`src/rtl/tag_byte_streamer_if.sv`:
```
// Tag/byte bus between the tagging core, the PC instruction path and the FX2 bridge.
// master: the streamer side; slave: the bridge/core side.
interface tag_byte_streamer_if #(
  parameter int TAG_WIDTH = 32
);
  logic [TAG_WIDTH-1:0] tag_in;
  logic                 tag_valid;
  logic [7:0]           fpga_word;
  logic                 fpga_word_availiable;
  logic                 fpga_word_accepted;
  logic [7:0]           pcinstruction;
  logic                 request_length;
  logic [15:0]          length;
  logic                 acq_enable;
  logic                 tag_overflow;

  modport master (
    input  tag_in, tag_valid, fpga_word_accepted, pcinstruction, request_length,
    output fpga_word, fpga_word_availiable, length, acq_enable, tag_overflow
  );

  modport slave (
    output tag_in, tag_valid, fpga_word_accepted, pcinstruction, request_length,
    input  fpga_word, fpga_word_availiable, length, acq_enable, tag_overflow
  );
endinterface

```
`src/rtl/tag_byte_streamer.sv`:
```
// Buffers 32-bit time tags and streams them MSB-first as bytes to the FX2 bridge.
// Latency: tag strobe to first byte is 2 cycles; bytes held until the bridge accepts them.
module tag_byte_streamer #(
  parameter int TAG_WIDTH = 32,
  parameter int DEPTH     = 16
) (
  input  logic                i_fx2_clk,
  input  logic                i_rst_n,
  tag_byte_streamer_if.master bus
);
  localparam int AW = $clog2(DEPTH);

  typedef enum logic [2:0] {
    S_EMPTY,
    S_B3,
    S_B2,
    S_B1,
    S_B0
  } state_t;

  state_t               r_state;
  state_t               w_state_nxt;
  logic [TAG_WIDTH-1:0] r_mem [DEPTH];
  logic [AW:0]          r_wr_ptr;
  logic [AW:0]          r_rd_ptr;
  logic [TAG_WIDTH-1:0] r_shift;
  logic [15:0]          r_cnt;
  logic [15:0]          r_length;
  logic                 r_acq;
  logic                 r_ovf;

  logic                 w_toggle;
  logic                 w_flush;
  logic                 w_empty;
  logic                 w_full;
  logic                 w_wr;
  logic                 w_drop;
  logic                 w_pop;
  logic                 w_adv;
  logic                 w_accept;
  logic [15:0]          w_cnt_inc;

  assign w_toggle = (bus.pcinstruction != 8'd0) && bus.pcinstruction[5] &&
                    (bus.pcinstruction[3:0] == 4'h1);
  assign w_flush  = (bus.pcinstruction != 8'd0) && bus.pcinstruction[4] &&
                    (bus.pcinstruction[3:0] == 4'h2);

  assign w_empty  = (r_wr_ptr == r_rd_ptr);
  assign w_full   = (r_wr_ptr[AW] != r_rd_ptr[AW]) &&
                    (r_wr_ptr[AW-1:0] == r_rd_ptr[AW-1:0]);

  // Full is judged before any same-cycle pop, so a full FIFO drops even while draining.
  assign w_wr     = bus.tag_valid && r_acq && !w_full && !w_flush;
  assign w_drop   = bus.tag_valid && r_acq &&  w_full && !w_flush;

  assign w_accept  = bus.fpga_word_accepted && (r_state != S_EMPTY) && !w_flush;
  assign w_cnt_inc = (r_cnt == 16'hFFFF) ? r_cnt : r_cnt + 16'd1;

  always_comb begin
    w_state_nxt = r_state;
    w_pop       = 1'b0;
    w_adv       = 1'b0;
    if (w_flush) begin
      w_state_nxt = S_EMPTY;
    end else begin
      case (r_state)
        S_EMPTY: begin
          if (!w_empty) begin
            w_pop       = 1'b1;
            w_state_nxt = S_B3;
          end
        end
        S_B3: begin
          if (bus.fpga_word_accepted) begin
            w_adv       = 1'b1;
            w_state_nxt = S_B2;
          end
        end
        S_B2: begin
          if (bus.fpga_word_accepted) begin
            w_adv       = 1'b1;
            w_state_nxt = S_B1;
          end
        end
        S_B1: begin
          if (bus.fpga_word_accepted) begin
            w_adv       = 1'b1;
            w_state_nxt = S_B0;
          end
        end
        S_B0: begin
          if (bus.fpga_word_accepted) begin
            if (!w_empty) begin
              w_pop       = 1'b1;
              w_state_nxt = S_B3;
            end else begin
              w_adv       = 1'b1;
              w_state_nxt = S_EMPTY;
            end
          end
        end
        default: w_state_nxt = S_EMPTY;
      endcase
    end
  end

  always_ff @(posedge i_fx2_clk or negedge i_rst_n) begin
    if (!i_rst_n) begin
      r_state <= S_EMPTY;
    end else begin
      r_state <= w_state_nxt;
    end
  end

  // Tag storage carries no reset; occupancy is defined solely by the pointers.
  always_ff @(posedge i_fx2_clk) begin
    if (w_wr) begin
      r_mem[r_wr_ptr[AW-1:0]] <= bus.tag_in;
    end
  end

  always_ff @(posedge i_fx2_clk or negedge i_rst_n) begin
    if (!i_rst_n) begin
      r_wr_ptr <= '0;
      r_rd_ptr <= '0;
      r_shift  <= '0;
    end else if (w_flush) begin
      r_wr_ptr <= '0;
      r_rd_ptr <= '0;
      r_shift  <= '0;
    end else begin
      if (w_wr) begin
        r_wr_ptr <= r_wr_ptr + 1'b1;
      end
      if (w_pop) begin
        r_rd_ptr <= r_rd_ptr + 1'b1;
        r_shift  <= r_mem[r_rd_ptr[AW-1:0]];
      end else if (w_adv) begin
        r_shift  <= {r_shift[TAG_WIDTH-9:0], 8'd0};
      end
    end
  end

  always_ff @(posedge i_fx2_clk or negedge i_rst_n) begin
    if (!i_rst_n) begin
      r_acq <= 1'b0;
      r_ovf <= 1'b0;
    end else begin
      if (w_toggle) begin
        r_acq <= !r_acq;
      end
      if (w_flush) begin
        r_ovf <= 1'b0;
      end else if (w_drop) begin
        r_ovf <= 1'b1;
      end
    end
  end

  // A length request folds in an accept from the same cycle; flush suppresses that accept.
  always_ff @(posedge i_fx2_clk or negedge i_rst_n) begin
    if (!i_rst_n) begin
      r_cnt    <= 16'd0;
      r_length <= 16'd0;
    end else begin
      if (bus.request_length) begin
        r_length <= w_accept ? w_cnt_inc : r_cnt;
      end
      if (w_flush) begin
        r_cnt <= 16'd0;
      end else if (bus.request_length) begin
        r_cnt <= {15'd0, w_accept};
      end else if (w_accept) begin
        r_cnt <= w_cnt_inc;
      end
    end
  end

  assign bus.fpga_word            = r_shift[TAG_WIDTH-1 -: 8];
  assign bus.fpga_word_availiable = (r_state != S_EMPTY);
  assign bus.length               = r_length;
  assign bus.acq_enable           = r_acq;
  assign bus.tag_overflow         = r_ovf;
endmodule

```
`src/flat_wrapper.sv`:
```
// flat-port wrapper written by rule: the top's interface ports become plain ports
module tag_byte_streamer_flat 
#(
  parameter int TAG_WIDTH = 32,
  parameter int DEPTH     = 16
)
  (i_fx2_clk, i_rst_n, bus_tag_in, bus_tag_valid, bus_fpga_word_accepted, bus_pcinstruction, bus_request_length, bus_fpga_word, bus_fpga_word_availiable, bus_length, bus_acq_enable, bus_tag_overflow);
  tag_byte_streamer_if #(.TAG_WIDTH(TAG_WIDTH)) bus_i ();
  input  logic i_fx2_clk;
  input  logic i_rst_n;
  input wire logic [$bits(bus_i.tag_in)-1:0] bus_tag_in;
  input wire logic [$bits(bus_i.tag_valid)-1:0] bus_tag_valid;
  input wire logic [$bits(bus_i.fpga_word_accepted)-1:0] bus_fpga_word_accepted;
  input wire logic [$bits(bus_i.pcinstruction)-1:0] bus_pcinstruction;
  input wire logic [$bits(bus_i.request_length)-1:0] bus_request_length;
  output wire logic [$bits(bus_i.fpga_word)-1:0] bus_fpga_word;
  output wire logic [$bits(bus_i.fpga_word_availiable)-1:0] bus_fpga_word_availiable;
  output wire logic [$bits(bus_i.length)-1:0] bus_length;
  output wire logic [$bits(bus_i.acq_enable)-1:0] bus_acq_enable;
  output wire logic [$bits(bus_i.tag_overflow)-1:0] bus_tag_overflow;
  assign bus_i.tag_in = bus_tag_in;
  assign bus_i.tag_valid = bus_tag_valid;
  assign bus_i.fpga_word_accepted = bus_fpga_word_accepted;
  assign bus_i.pcinstruction = bus_pcinstruction;
  assign bus_i.request_length = bus_request_length;
  assign bus_fpga_word = bus_i.fpga_word;
  assign bus_fpga_word_availiable = bus_i.fpga_word_availiable;
  assign bus_length = bus_i.length;
  assign bus_acq_enable = bus_i.acq_enable;
  assign bus_tag_overflow = bus_i.tag_overflow;
  tag_byte_streamer #(.TAG_WIDTH(TAG_WIDTH), .DEPTH(DEPTH)) u_core (.i_fx2_clk(i_fx2_clk), .i_rst_n(i_rst_n), .bus(bus_i));
endmodule
```
`config.mk`:
```
export PLATFORM = sky130hd
export DESIGN_NAME = tag_byte_streamer_flat
export DESIGN_NICKNAME = d
export VERILOG_FILES = /design/src/rtl/tag_byte_streamer_if.sv /design/src/rtl/tag_byte_streamer.sv /design/src/flat_wrapper.sv
export SDC_FILE = /design/constraint.sdc
export NUM_CORES = 1
export LEC_CHECK = 0
export BUFFER_PORTS_ARGS = -buffer_cell sky130_fd_sc_hd__buf_4
export CORE_AREA = 2 2 195 197
export CTS_BUF_LIST = sky130_fd_sc_hd__clkbuf_4 sky130_fd_sc_hd__clkbuf_8
export DETAILED_ROUTE_END_ITERATION = 10
export DIE_AREA = 0 0 197 199
export GPL_TIMING_DRIVEN = 0
export PLACE_DENSITY = 0.77
export SETUP_SLACK_MARGIN = 0.02
export SKIP_CTS_REPAIR_TIMING = 1
export SLEW_MARGIN = 20
export SYNTH_ARGS = -nofsm -noshare
export SYNTH_HDL_FRONTEND = slang
export SYNTH_SLANG_ARGS = --single-unit
```
`constraint.sdc`:
```
create_clock -name i_fx2_clk -period 4.9 [get_ports i_fx2_clk]
set_input_delay 0.245 -clock i_fx2_clk [delete_from_list [all_inputs] [get_ports i_fx2_clk]]
set_output_delay 0.245 -clock i_fx2_clk [all_outputs]
set_load 0.02 [all_outputs]
```
==> flow_summary.json <==
{
  "status": "finished clean",
  "layout_worst_path_cycle_share_pct": 69.6,
  "via_per_inst": 6.41,
  "die_area_um2": 39200,
  "grt_use_met2_pct": 44.8,
  "portBuffers": 68,
  "hpwlAfterDp_mm": 34.0,
  "max_cap_viol_count": 0,
  "busiest_layer": "met2",
  "hold_class": "in -> reg",
  "synth_fa_ha_area_share_pct": 0.321,
  "synthTopCellsByArea": "edfxtp_1 66%, mux4_2 12%, dfrtp_1 8.4%, o22ai_1 1.2%, a31oi_2 1.1%",
  "cts_tree": "yes",
  "grt_pass1_vias": 12800,
  "cp.required_ns": 5.23,
  "ys.flop_type": "edfxtp_1",
  "clock_path_buffers": 3,
  "setup_violations": 0,
  "relSlewSlack_pct": 35.3,
  "wire_per_inst_um": 26.5,
  "multi_input_comb_area_um2": 5670,
  "grt_max_degree": 80,
  "use_met3_pct": 5.46,
  "antenna_left": 0,
  "grt_use_met1_pct": 38.7,
  "ys_ff_latch": 591,
  "dr.pass1.iters": 7,
  "final_util_pct": 73.2,
  "worst_slew_pin_slew_ns": 0.970,
  "path_clk_slew_ns": 0.06,
  "core.rowCount": 71,
  "synthTopCellsByCount": "512 x edfxtp_1, 128 x mux4_2, 79 x dfrtp_1",
  "drc": 0,
  "postLayoutCellArea_um2": 27200,
  "drt-initial-drc-count": 1176,
  "synth_xor_area_share_pct": 0.962,
  "hold_viol": 0,
  "peakVddDrop_uv": 360,
  "drive_gt1_share_pct": 31.3,
  "yosysWarnings": 0,
  "gp_congestion": 0.888,
  "crit_fanout": 17,
  "cts_root_buffer": "clkbuf_8",
  "powerDensity_nw_per_um2": 539,
  "synth_edf_count": 512,
  "io_pins": 72,
  "regArea_um2": 17400,
  "grt_usage_pct": 27.7,
  "synthSimpleGateAreaFrac_pct": 3.88,
  "finalClockSkew_ns": 0.0416,
  "fillCellCount": 2153,
  "endpoint_kind": "flop",
  "cts_inserted_buffers": 90,
  "clock_sinks": 591,
  "syn-num-nets": 1265,
  "clk_latency_ns": 0.66,
  "setup-tns-final_ns": 0,
  "syn_avg_cell_area_um2": 19.3,
  "synth_top_area_share_pct": 65.7,
  "coreArea_um2": 37100,
  "antenna_found_initial": 1,
  "htreeDepth": 3,
  "synth.most_common_cell": "edfxtp_1",
  "drv_slew": 0,
  "grt_pass1_wl_mm": 78.3,
  "die_x_um": 197,
  "area_growth_syn_to_layout_pct": 16.1,
  "rsz0062_at_grt": "false",
  "synth-compound-area-share_pct": 5.18,
  "synth_top_family_by_area": "multiplexers",
  "overflow": 0,
  "postPlaceCellArea_um2": 25100,
  "synth_cells": 1214,
  "seq_area_frac_synth_pct": 74.1,
  "synth.distinct_cells": 51,
  "synth_top_area_cell": "edfxtp_1",
  "vias": 12700,
  "final_cells": 1981,
  "critPathKind": "reg -> reg",
  "cp_data_arrival_time_ns": 3.74,
  "critPathLaunchType": "flop",
  "die_y_um": 199,
  "drt-total-wl_mm": 52.5,
  "leakage_nw": 9.22,
  "initial_core_util_pct": 63.0,
  "syn_area_um2": 23400,
  "max_freq_mhz": 293,
  "finalNetCount": 1493,
  "async_reset_ff_share_pct": 13.4,
  "dp_cells": 1789,
  "final.min_clock_period_ns": 3.41,
  "synth.mux.area_fraction_pct": 13.4
}
==> worst max-delay path, stage by stage (launching register included) <==
cell	delay, ns
dfrtp_1	0.37
buf_2	0.21
xnor2_2	0.17
and4_4	0.20
buf_6	0.13
a21oi_1	0.48
nand3_1	0.45
nor2_4	0.80
buf_16	0.26
==> power by group <==
group / total [mW] / leakage (nW) / internal, mW / switching, mW
clock network: 3.99 / 0.949 / 2.18 / 1.81
logic: 4.58 / 2.66 / 1.97 / 2.61
registers: 6.07 / 5.62 / 5.89 / 0.179
total: 14.6 / 9.22 / 10.0 / 4.60
==> registers in the layout, indices dropped and copies added, names as in the netlist <==
signal / flops
u_core.bus.length: 16
u_core.r_mem: 512
u_core.bus.tag_overflow: 1
u_core.bus.acq_enable: 1
u_core.r_state: 3
u_core.r_rd_ptr: 5
u_core.r_wr_ptr: 5
u_core.r_shift: 32
u_core.r_cnt: 16
==> cells by family (layout without fill, tap and decap cells) <==
| kind of cell | count (synthesis) | after routing |
|---|---|---|
| DFF | 591 | 591 |
| adders and majority gates | 6 | 6 |
| AOI/OAI and AO/OA | 160 | 160 |
| xor gates and xnor gates | 24 | 24 |
| muxes | 153 | 153 |
| other | 0 | 1 |
| and+or+nand+nor | 183 | 183 |
| buffers and inverters | 97 | 389 |
==> layout by cell type (no fill, tap or decap), types with 22 or more instances in the layout <==
cell type,count
nand2_1,42
buf_4,104
edfxtp_1,512
o31ai_1,25
clkbuf_4,26
buf_2,32
or3_1,25
o22ai_1,46
mux2i_1,22
nor2_1,41
dlygate4sd3_1,35
clkbuf_1,26
dfrtp_1,79
a21oi_1,24
clkbuf_8,101
mux4_2,128
==> path summary, 6_finish.rpt <==
check	depth (start not counted)	slack (ns)	startpoint	to
max	8	1.49	u_core.r_rd_ptr[2]	u_core.r_mem[12][10]
min	3	0.01	bus_pcinstruction[0]	u_core.bus.acq_enable
max reg2reg	8	1.49	u_core.r_rd_ptr[2]	u_core.r_mem[12][10]
min reg2reg	1	0.50	u_core.bus.acq_enable	u_core.bus.acq_enable
max in group asynchronous	2	3.96	i_rst_n	u_core.r_shift[31]
min in group asynchronous	2	0.32	i_rst_n	u_core.bus.length[10]
==> layer usage <==
layer	vias to the layer above	part of all wire [%]
met5	-	0
met2	588	49
met4	0	2.9
met3	107	7.3
li1	5401	-
met1	6612	41
==> cell type report <==
cell class	count	area share [%]
diodes	1	0.00921
plain buffers	85	1.67
clock buffers	127	5.83
clock inverters	29	0.677
inverters	12	0.166
multi-input cells	526	20.9
flip-flops and latches	591	63.9
well taps	474	2.18
repair buffers	136	4.76
==> per-stage QoR <==
stage | power (mW) | setup WS [ns] | hold WS [ns]
6_report | 14.6 | 1.49 | 0.0144
5_1_grt | 15.2 | 1.46 | 0.0158
4_1_cts | 14.7 | 1.52 | -0.232
3_5_place_dp | 10.7 | 1.55 | 0.460
3_3_place_gp | 10.5 | -2.12 | 0.456
2_1_floorplan | 9.25 | 0.696 | -0.0506
No activity file was read; power rests on OpenSTA's default activity.
